<file path="config.mk">
export PLATFORM = sky130hd
export DESIGN_NAME = pcpi_arbiter
export DESIGN_NICKNAME = d
export VERILOG_FILES = /design/src/rtl/pcpi_arbiter.sv
export SDC_FILE = /design/constraint.sdc
export NUM_CORES = 1
export LEC_CHECK = 0
export CORE_AREA = 8 8 137 139
export DETAILED_ROUTE_END_ITERATION = 10
export DIE_AREA = 0 0 145 147
export PLACE_DENSITY = 0.92
export SLEW_MARGIN = 20
export SYNTH_ARGS = -nofsm -noshare
export SYNTH_HDL_FRONTEND = slang
export SYNTH_SLANG_ARGS = --single-unit
</file>
<file path="constraint.sdc">
create_clock -name clk -period 6.1 [get_ports clk]
set_input_delay 1.22 -clock clk [delete_from_list [all_inputs] [get_ports clk]]
set_output_delay 1.22 -clock clk [all_outputs]
set_load 0.05 [all_outputs]
</file>
<file path="src/rtl/pcpi_arbiter.sv">
// Two-requester round-robin front end for a single PCPI coprocessor.
// Optional abort timeout enabled by defining PCPI_ARB_TIMEOUT_EN.
module pcpi_arbiter #(
   parameter int TIMEOUT_CYCLES = 16
) (
   input  logic        clk,
   input  logic        reset,
   input  logic        req0_valid,
   input  logic [31:0] req0_insn,
   input  logic [31:0] req0_rs1,
   input  logic [31:0] req0_rs2,
   input  logic        req1_valid,
   input  logic [31:0] req1_insn,
   input  logic [31:0] req1_rs1,
   input  logic [31:0] req1_rs2,
   output logic        req0_done,
   output logic        req1_done,
   output logic [31:0] rsp_rd,
   output logic        rsp_wr,
   output logic        rsp_err,
   output logic        grant,
   output logic        pcpi_valid,
   output logic [31:0] pcpi_insn,
   output logic [31:0] pcpi_rs1,
   output logic [31:0] pcpi_rs2,
   input  logic        pcpi_ready,
   input  logic        pcpi_wr,
   input  logic [31:0] pcpi_rd,
   input  logic        pcpi_wait
);

   typedef enum logic [1:0] {IDLE, BUSY, DONE} state_t;

   if (TIMEOUT_CYCLES < 2 || TIMEOUT_CYCLES > 255) begin : g_bad_timeout
      $error("TIMEOUT_CYCLES out of range 2..255");
   end

   state_t state;
   logic   last;
   logic   win;

   // Tie goes to the requester not granted last time
   always_comb begin
      win = req1_valid;
      if (req0_valid && req1_valid)
         win = ~last;
   end

`ifdef PCPI_ARB_TIMEOUT_EN
   localparam logic [7:0] TMAX = 8'(TIMEOUT_CYCLES - 1);
   logic [7:0] cnt;
`else
   logic unused_wait;
   assign unused_wait = pcpi_wait;
`endif

   always_ff @(posedge clk or posedge reset) begin
      if (reset) begin
         state      <= IDLE;
         last       <= 1'b1;
         grant      <= 1'b0;
         pcpi_valid <= 1'b0;
         pcpi_insn  <= '0;
         pcpi_rs1   <= '0;
         pcpi_rs2   <= '0;
         req0_done  <= 1'b0;
         req1_done  <= 1'b0;
         rsp_rd     <= '0;
         rsp_wr     <= 1'b0;
         rsp_err    <= 1'b0;
`ifdef PCPI_ARB_TIMEOUT_EN
         cnt        <= '0;
`endif
      end else begin
         req0_done <= 1'b0;
         req1_done <= 1'b0;
         unique case (state)
            IDLE: begin
               if (req0_valid || req1_valid) begin
                  grant      <= win;
                  last       <= win;
                  pcpi_valid <= 1'b1;
                  pcpi_insn  <= win ? req1_insn : req0_insn;
                  pcpi_rs1   <= win ? req1_rs1 : req0_rs1;
                  pcpi_rs2   <= win ? req1_rs2 : req0_rs2;
`ifdef PCPI_ARB_TIMEOUT_EN
                  cnt        <= '0;
`endif
                  state      <= BUSY;
               end
            end
            BUSY: begin
               if (pcpi_ready) begin
                  rsp_rd     <= pcpi_rd;
                  rsp_wr     <= pcpi_wr;
                  rsp_err    <= 1'b0;
                  pcpi_valid <= 1'b0;
                  req0_done  <= ~grant;
                  req1_done  <= grant;
                  state      <= DONE;
               end
`ifdef PCPI_ARB_TIMEOUT_EN
               else if (pcpi_wait) begin
                  cnt <= '0;
               end else if (cnt == TMAX) begin
                  rsp_rd     <= '0;
                  rsp_wr     <= 1'b0;
                  rsp_err    <= 1'b1;
                  pcpi_valid <= 1'b0;
                  req0_done  <= ~grant;
                  req1_done  <= grant;
                  state      <= DONE;
               end else begin
                  cnt <= cnt + 8'd1;
               end
`endif
            end
            DONE: state <= IDLE;
            default: state <= IDLE;
         endcase
      end
   end

endmodule

</file>
==> results of run 1 <==
[power by group]
part | internal [uW] | switching, uW | leakage (uW)
Sequential | 1370 | 234 | 0.00160
Combinational | 1450 | 2270 | 0.00242
Clock | 743 | 395 | 0.000323
[critical path, stage by stage]
cell and delay [ns]:
clkdlybuf4s50_1 0.56, a21bo_4 0.37, buf_4 0.52, mux2_2 0.42, mux2_2 0.26
[metrics by stage]
step / std cells / setup slack [ns] / hold slack, ns / power [uW]
2_1_floorplan: 404 / 1.242 / 0.5048 / 4029
3_3_place_gp: 971 / 2.569 / 0.4691 / 5287
3_5_place_dp: 971 / 2.543 / 0.4673 / 5367
4_1_cts: 1003 / 2.976 / 0.4835 / 6530
5_1_grt: 1003 / 2.893 / 0.5097 / 6711
6_report: 1003 / 2.993 / 0.4821 / 6452
[worst min path at each step]
stage	to	slack (ns)	cells after the start
2_1_floorplan	last	0.50	2
3_3_place_gp	pcpi_valid	0.47	2
3_5_place_dp	pcpi_valid	0.47	2
4_1_cts	pcpi_valid	0.48	2
5_1_grt	pcpi_insn[25]	0.51	1
6_report	pcpi_valid	0.48	2
[cell families after synthesis]
| logic type | count (synthesis) |
|---|---|
| buf+inv | 28 |
| simple gates | 8 |
| other cells | 1 |
| mux | 225 |
| flops | 136 |
| compound gates | 6 |
[cell usage after synthesis (2+ instances only)]
cell      count  area [um2]
buf_2        18       90.09
mux2_1       29       326.6
nand2_1       2       7.510
mux2_2      196        2207
dfrtp_1     135        3378
inv_1         2       7.510
clkbuf_1      2       7.510
nor2_1        2       7.510
buf_6         4       45.04
[state kept, by name (all words and copies together) (netlist names)]
name        count
pcpi_insn      32
pcpi_rs1       32
pcpi_rs2       32
rsp_rd         32
state           2
grant           1
last            1
pcpi_valid      1
req0_done       1
req1_done       1
rsp_wr          1
[layer usage]
layer	vias up	global-route usage	share of wire
met5	-	0	0.00061
met4	2	0.04787	0.010
met3	14	0.07659	0.085
met2	208	0.3236	0.53
met1	2286	0.1942	0.38
li1	2169	-	-
[final cells by class]
cell class / count / area, um2 / share of cell area
inverters: 2 / 12.51 / 0.001172
flip-flops and latches: 136 / 3405 / 0.3190
well taps: 225 / 281.5 / 0.02638
clock buffers: 19 / 442.9 / 0.04150
clock inverters: 13 / 216.5 / 0.02028
repair buffers: 368 / 3681 / 0.3449
multi-input cells: 240 / 2634 / 0.2468
==> results_dict.tcl, run 1 <==
set metrics [dict create \
    status "complete, no violations" \
    relSlewSlack 0.3800 \
    synthArstFlopShare 1.000 \
    syn_inst 404 \
    grt_usage 0.1817 \
    port_buffers 362 \
    finish.net_count 996 \
    layout_common_cells "clkdlybuf4s50_1 (362), mux2_2 (196), dfrtp_1 (135)" \
    grt_pass1_wl_um 30130 \
    io_pins 365 \
    cts_resized 0 \
    rows 48 \
    synth_area_um2 6182 \
    cts_hold_buf 0 \
    drt-pass1-iter-count 4 \
    grt_max_degree 104 \
    grt_setup_unrepaired "no" \
    arrival_ns 3.39 \
    setup.worst_path.class "input port to flop" \
    synth_xor_area_frac 0 \
    tightest_slew_ns 0.9299 \
    synth_edf_count 0 \
    antenna_cells 0 \
    wl_per_cell_um 19.51 \
    finalInstanceArea_um2 10670 \
    synth.ff_latch_count 136 \
    die_w_um 145 \
    min_from "pcpi_valid" \
    synth_top_family_by_area "multiplexers" \
    maxCapViolations 0 \
    clk_pin_slew_worst_paths_ns 0.06 \
    ir_drop_uv 467.4 \
    synth.avg_cell_area_um2 15.30 \
    insertion_delay_ns 0.41 \
    final_common_cell "clkdlybuf4s50_1" \
    end_kind "flop" \
    synth_compound_area_frac 0.006274 \
    gp_congestion 0.7503 \
    reg2reg_slack_ns 3.85 \
    dp_hpwl_um 15430 \
    period_share 0.5093 \
    overflow 0 \
    grt_pass1_vias 5252 \
    reg2reg_to "pcpi_insn[28]" \
    synth_cell_types 23 \
    place_area_um2 10010 \
    initial_utilization 0.3690 \
    cts_buffer_depth 2 \
    cts_setup_buffers 0 \
    maxSlewViolCount 0 \
    crit-reg2reg-launch "last" \
    antenna_left 0 \
    worstHoldPathType "flop to flop" \
    dieArea_um2 21320 \
    rr_worst_depth 4 \
    required_ns 6.38 \
    area_growth_pct 72.64 \
    drt-total-wl_um 19570 \
    setup_viol 0 \
    layout-drive-gt1-share 0.3046 \
    cp_max_fo 41 \
    h-tree-depth 4 \
    yosys.area_share.simple 0.006476 \
    clock_skew_ns 0.009645 \
    leakage_uw 0.004342 \
    period_minus_slack_ns 3.107 \
    cts_root_buf "clkbuf_16" \
    max_freq_ghz 0.3219 \
    final_hold_viol_count 0 \
    n_fill_cell 1234 \
    synthMuxAreaShare 0.4098 \
    drt-initial-drc-count 114 \
    ys_warn_count 0 \
    worstSetupStartpointType "input port" \
    route.detailed.vias_per_inst 4.665 \
    cts_made_buffers 17 \
    cts_tree "yes" \
    cts.sinks 136 \
    drc_errors 0 \
    synth_fa_ha_area_frac 0 \
    die_h_um 147 \
    design.core.area_um2 16760 \
    antenna_found_initial 1 \
    critPathCapture "pcpi_insn[28]" \
    utilization 0.6369 \
    synth.yosys.seq_area_share 0.5507 \
    tns_ns 0 \
    cp-startpoint "req0_valid" \
    vias 4679 \
    synthFlopType "dfrtp_1" \
    syn_nets 635 \
    p_per_area_nw_per_um2 604.6 \
]
No activity file was read; power rests on OpenSTA's default activity.
==> inputs of run 2 (changes only) <==
--- a/config.mk
+++ b/config.mk
@@ -5,10 +5,10 @@
 export SDC_FILE = /design/constraint.sdc
 export NUM_CORES = 1
 export LEC_CHECK = 0
-export CORE_AREA = 8 8 137 139
+export CORE_AREA = 8 8 144 146
 export DETAILED_ROUTE_END_ITERATION = 10
-export DIE_AREA = 0 0 145 147
-export PLACE_DENSITY = 0.92
+export DIE_AREA = 0 0 152 154
+export PLACE_DENSITY = 0.88
 export SLEW_MARGIN = 20
 export SYNTH_ARGS = -nofsm -noshare
 export SYNTH_HDL_FRONTEND = slang
==> constraint.sdc (replaced) <==
create_clock -name clk -period 2.7 [get_ports clk]
set_input_delay 0.54 -clock clk [delete_from_list [all_inputs] [get_ports clk]]
set_output_delay 0.54 -clock clk [all_outputs]
set_load 0.05 [all_outputs]
==> run 2 against run 1 <==
Effect of this change: via count down 0.56%; clock-buffer cell count increased by 2; core utilization down 5.6 points; cell count is 1.0% higher; sequential share of layout area fell by 0.16 points; sequential cell count unchanged; critical path type is now flop to output pin; largest cell class unchanged.
==> results_dict.tcl, run 2 (synthesis gave the netlist of run 1 again) <==
set metrics [dict create \
    status "complete, no violations" \
    ir_drop_uv 718.8 \
    rows 50 \
    place_area_um2 10090 \
    end_kind "output pin" \
    cp_max_fo 4 \
    hold_end "req0_done" \
    route.detailed.vias_per_inst 4.593 \
    cts.sinks 136 \
    path_buf_inv 1 \
    rr_worst_depth 4 \
    setup_viol 0 \
    min_from "grant" \
    finalInstanceArea_um2 10730 \
    drt-total-wl_um 19700 \
    hold_path_depth 1 \
    period_minus_slack_ns 2.167 \
    period_share 0.8025 \
    grt_max_degree 70 \
    p_per_area_nw_per_um2 1352 \
    reg2reg_slack_ns 0.90 \
    max_freq_ghz 0.4615 \
    relSlewSlack 0.6193 \
    wl_per_cell_um 19.45 \
    leakage_uw 0.004340 \
    insertion_delay_ns 0.41 \
    area_growth_pct 73.49 \
    drt-pass1-iter-count 4 \
    cts_hold_buf 0 \
    crit-reg2reg-launch "last" \
    cts_made_buffers 17 \
    setup.worst_path.class "flop to output pin" \
    grt_setup_unrepaired "no" \
    dieArea_um2 23410 \
    design.core.area_um2 18460 \
    h-tree-depth 4 \
    die_h_um 154 \
    gp_congestion 0.7904 \
    worstHoldPathType "flop to flop" \
    overflow 0 \
    seq_area_um2 3405 \
    finish.net_count 997 \
    maxSlewViolCount 0 \
    cts_root_buf "clkbuf_16" \
    path_cells "clkdlybuf4s50_1" \
    multi_input_area_um2 2634 \
    crit_slowest_cell "clkdlybuf4s50_1" \
    io_pins 365 \
    antenna_found_initial 1 \
    cts_buffer_depth 2 \
    drc_errors 0 \
    max_stage_delay_ns 0.84 \
    antenna_left 0 \
    cts_tree "yes" \
    dp_hpwl_um 15300 \
    initial_utilization 0.3350 \
    tns_ns 0 \
    final_hold_viol_count 0 \
    die_w_um 152 \
    reg2reg_to "pcpi_insn[5]" \
    grt_pass1_vias 5271 \
    drt-initial-drc-count 138 \
    n_fill_cell 1478 \
    clock_skew_ns 0.008411 \
    layout-drive-gt1-share 0.3033 \
    tightest_slew_ns 0.5693 \
    final_common_cell "clkdlybuf4s50_1" \
    port_buffers 362 \
    cts_resized 0 \
    required_ns 2.16 \
    worstSetupStartpointType "flop" \
    critPathTopFamily "buffers and inverters" \
    layout_common_cells "clkdlybuf4s50_1 (362), mux2_2 (196), dfrtp_1 (135)" \
    arrival_ns 1.63 \
    grt_usage 0.1666 \
    maxCapViolations 0 \
    fin_total_pwr_uw 14510 \
    cts_setup_buffers 0 \
    grt_pass1_wl_um 30230 \
    vias 4653 \
    clk_pin_slew_worst_paths_ns 0.06 \
]
==> run 2: worst max-delay path by stage <==
stage / slack (ns) / endpoint / cells past startpoint / start
floorplan: 0.47 / grant / 1 / reset
global placement: 0.32 / pcpi_rs2[25] / 5 / req0_valid
detailed placement: 0.30 / pcpi_rs2[25] / 5 / req0_valid
CTS: 0.49 / pcpi_insn[16] / 1 / pcpi_insn[16]
global route: 0.48 / grant / 1 / grant
finish: 0.53 / grant / 1 / grant
==> run 2: layout make-up <==
cell class	instances	area share
Clock buffer	21	0.04293
Timing Repair Buffer	369	0.3497
Multi-Input combinational cell	240	0.2456
Sequential cell	136	0.3174
Inverter	2	0.001050
Clock inverter	10	0.01575
Tap cell	234	0.02730
Antenna cell	1	0.0002333
==> run 2: power breakdown <==
| part | internal [uW] | total [uW] | leakage [uW] | switching, uW |
|---|---|---|---|---|
| clock network | 1600 | 2490 | 0.000296 | 891 |
| registers | 3090 | 3590 | 0.00160 | 498 |
| logic | 3300 | 8430 | 0.00245 | 5120 |
==> run 2: per-stage QoR <==
step                        util  setup WS, ns  hold slack, ns  instances
after global placement    0.5469        0.3166          0.4685        981
final                     0.5812        0.5332          0.4855       1013
after detailed placement  0.5469        0.3010          0.4757        981
after CTS                 0.5810        0.4908          0.4898       1012
after global routing      0.5812        0.4801          0.5100       1013
after floorplan                -        0.4677          0.5048        404
==> run 2: routing by layer <==
metal,up-vias,part of all wire,GRT usage
li1,2176,-,-
met1,2271,0.39,0.1753
met2,193,0.53,0.3006
met3,13,0.076,0.06502
met4,0,0.011,0.05426
met5,-,0,0
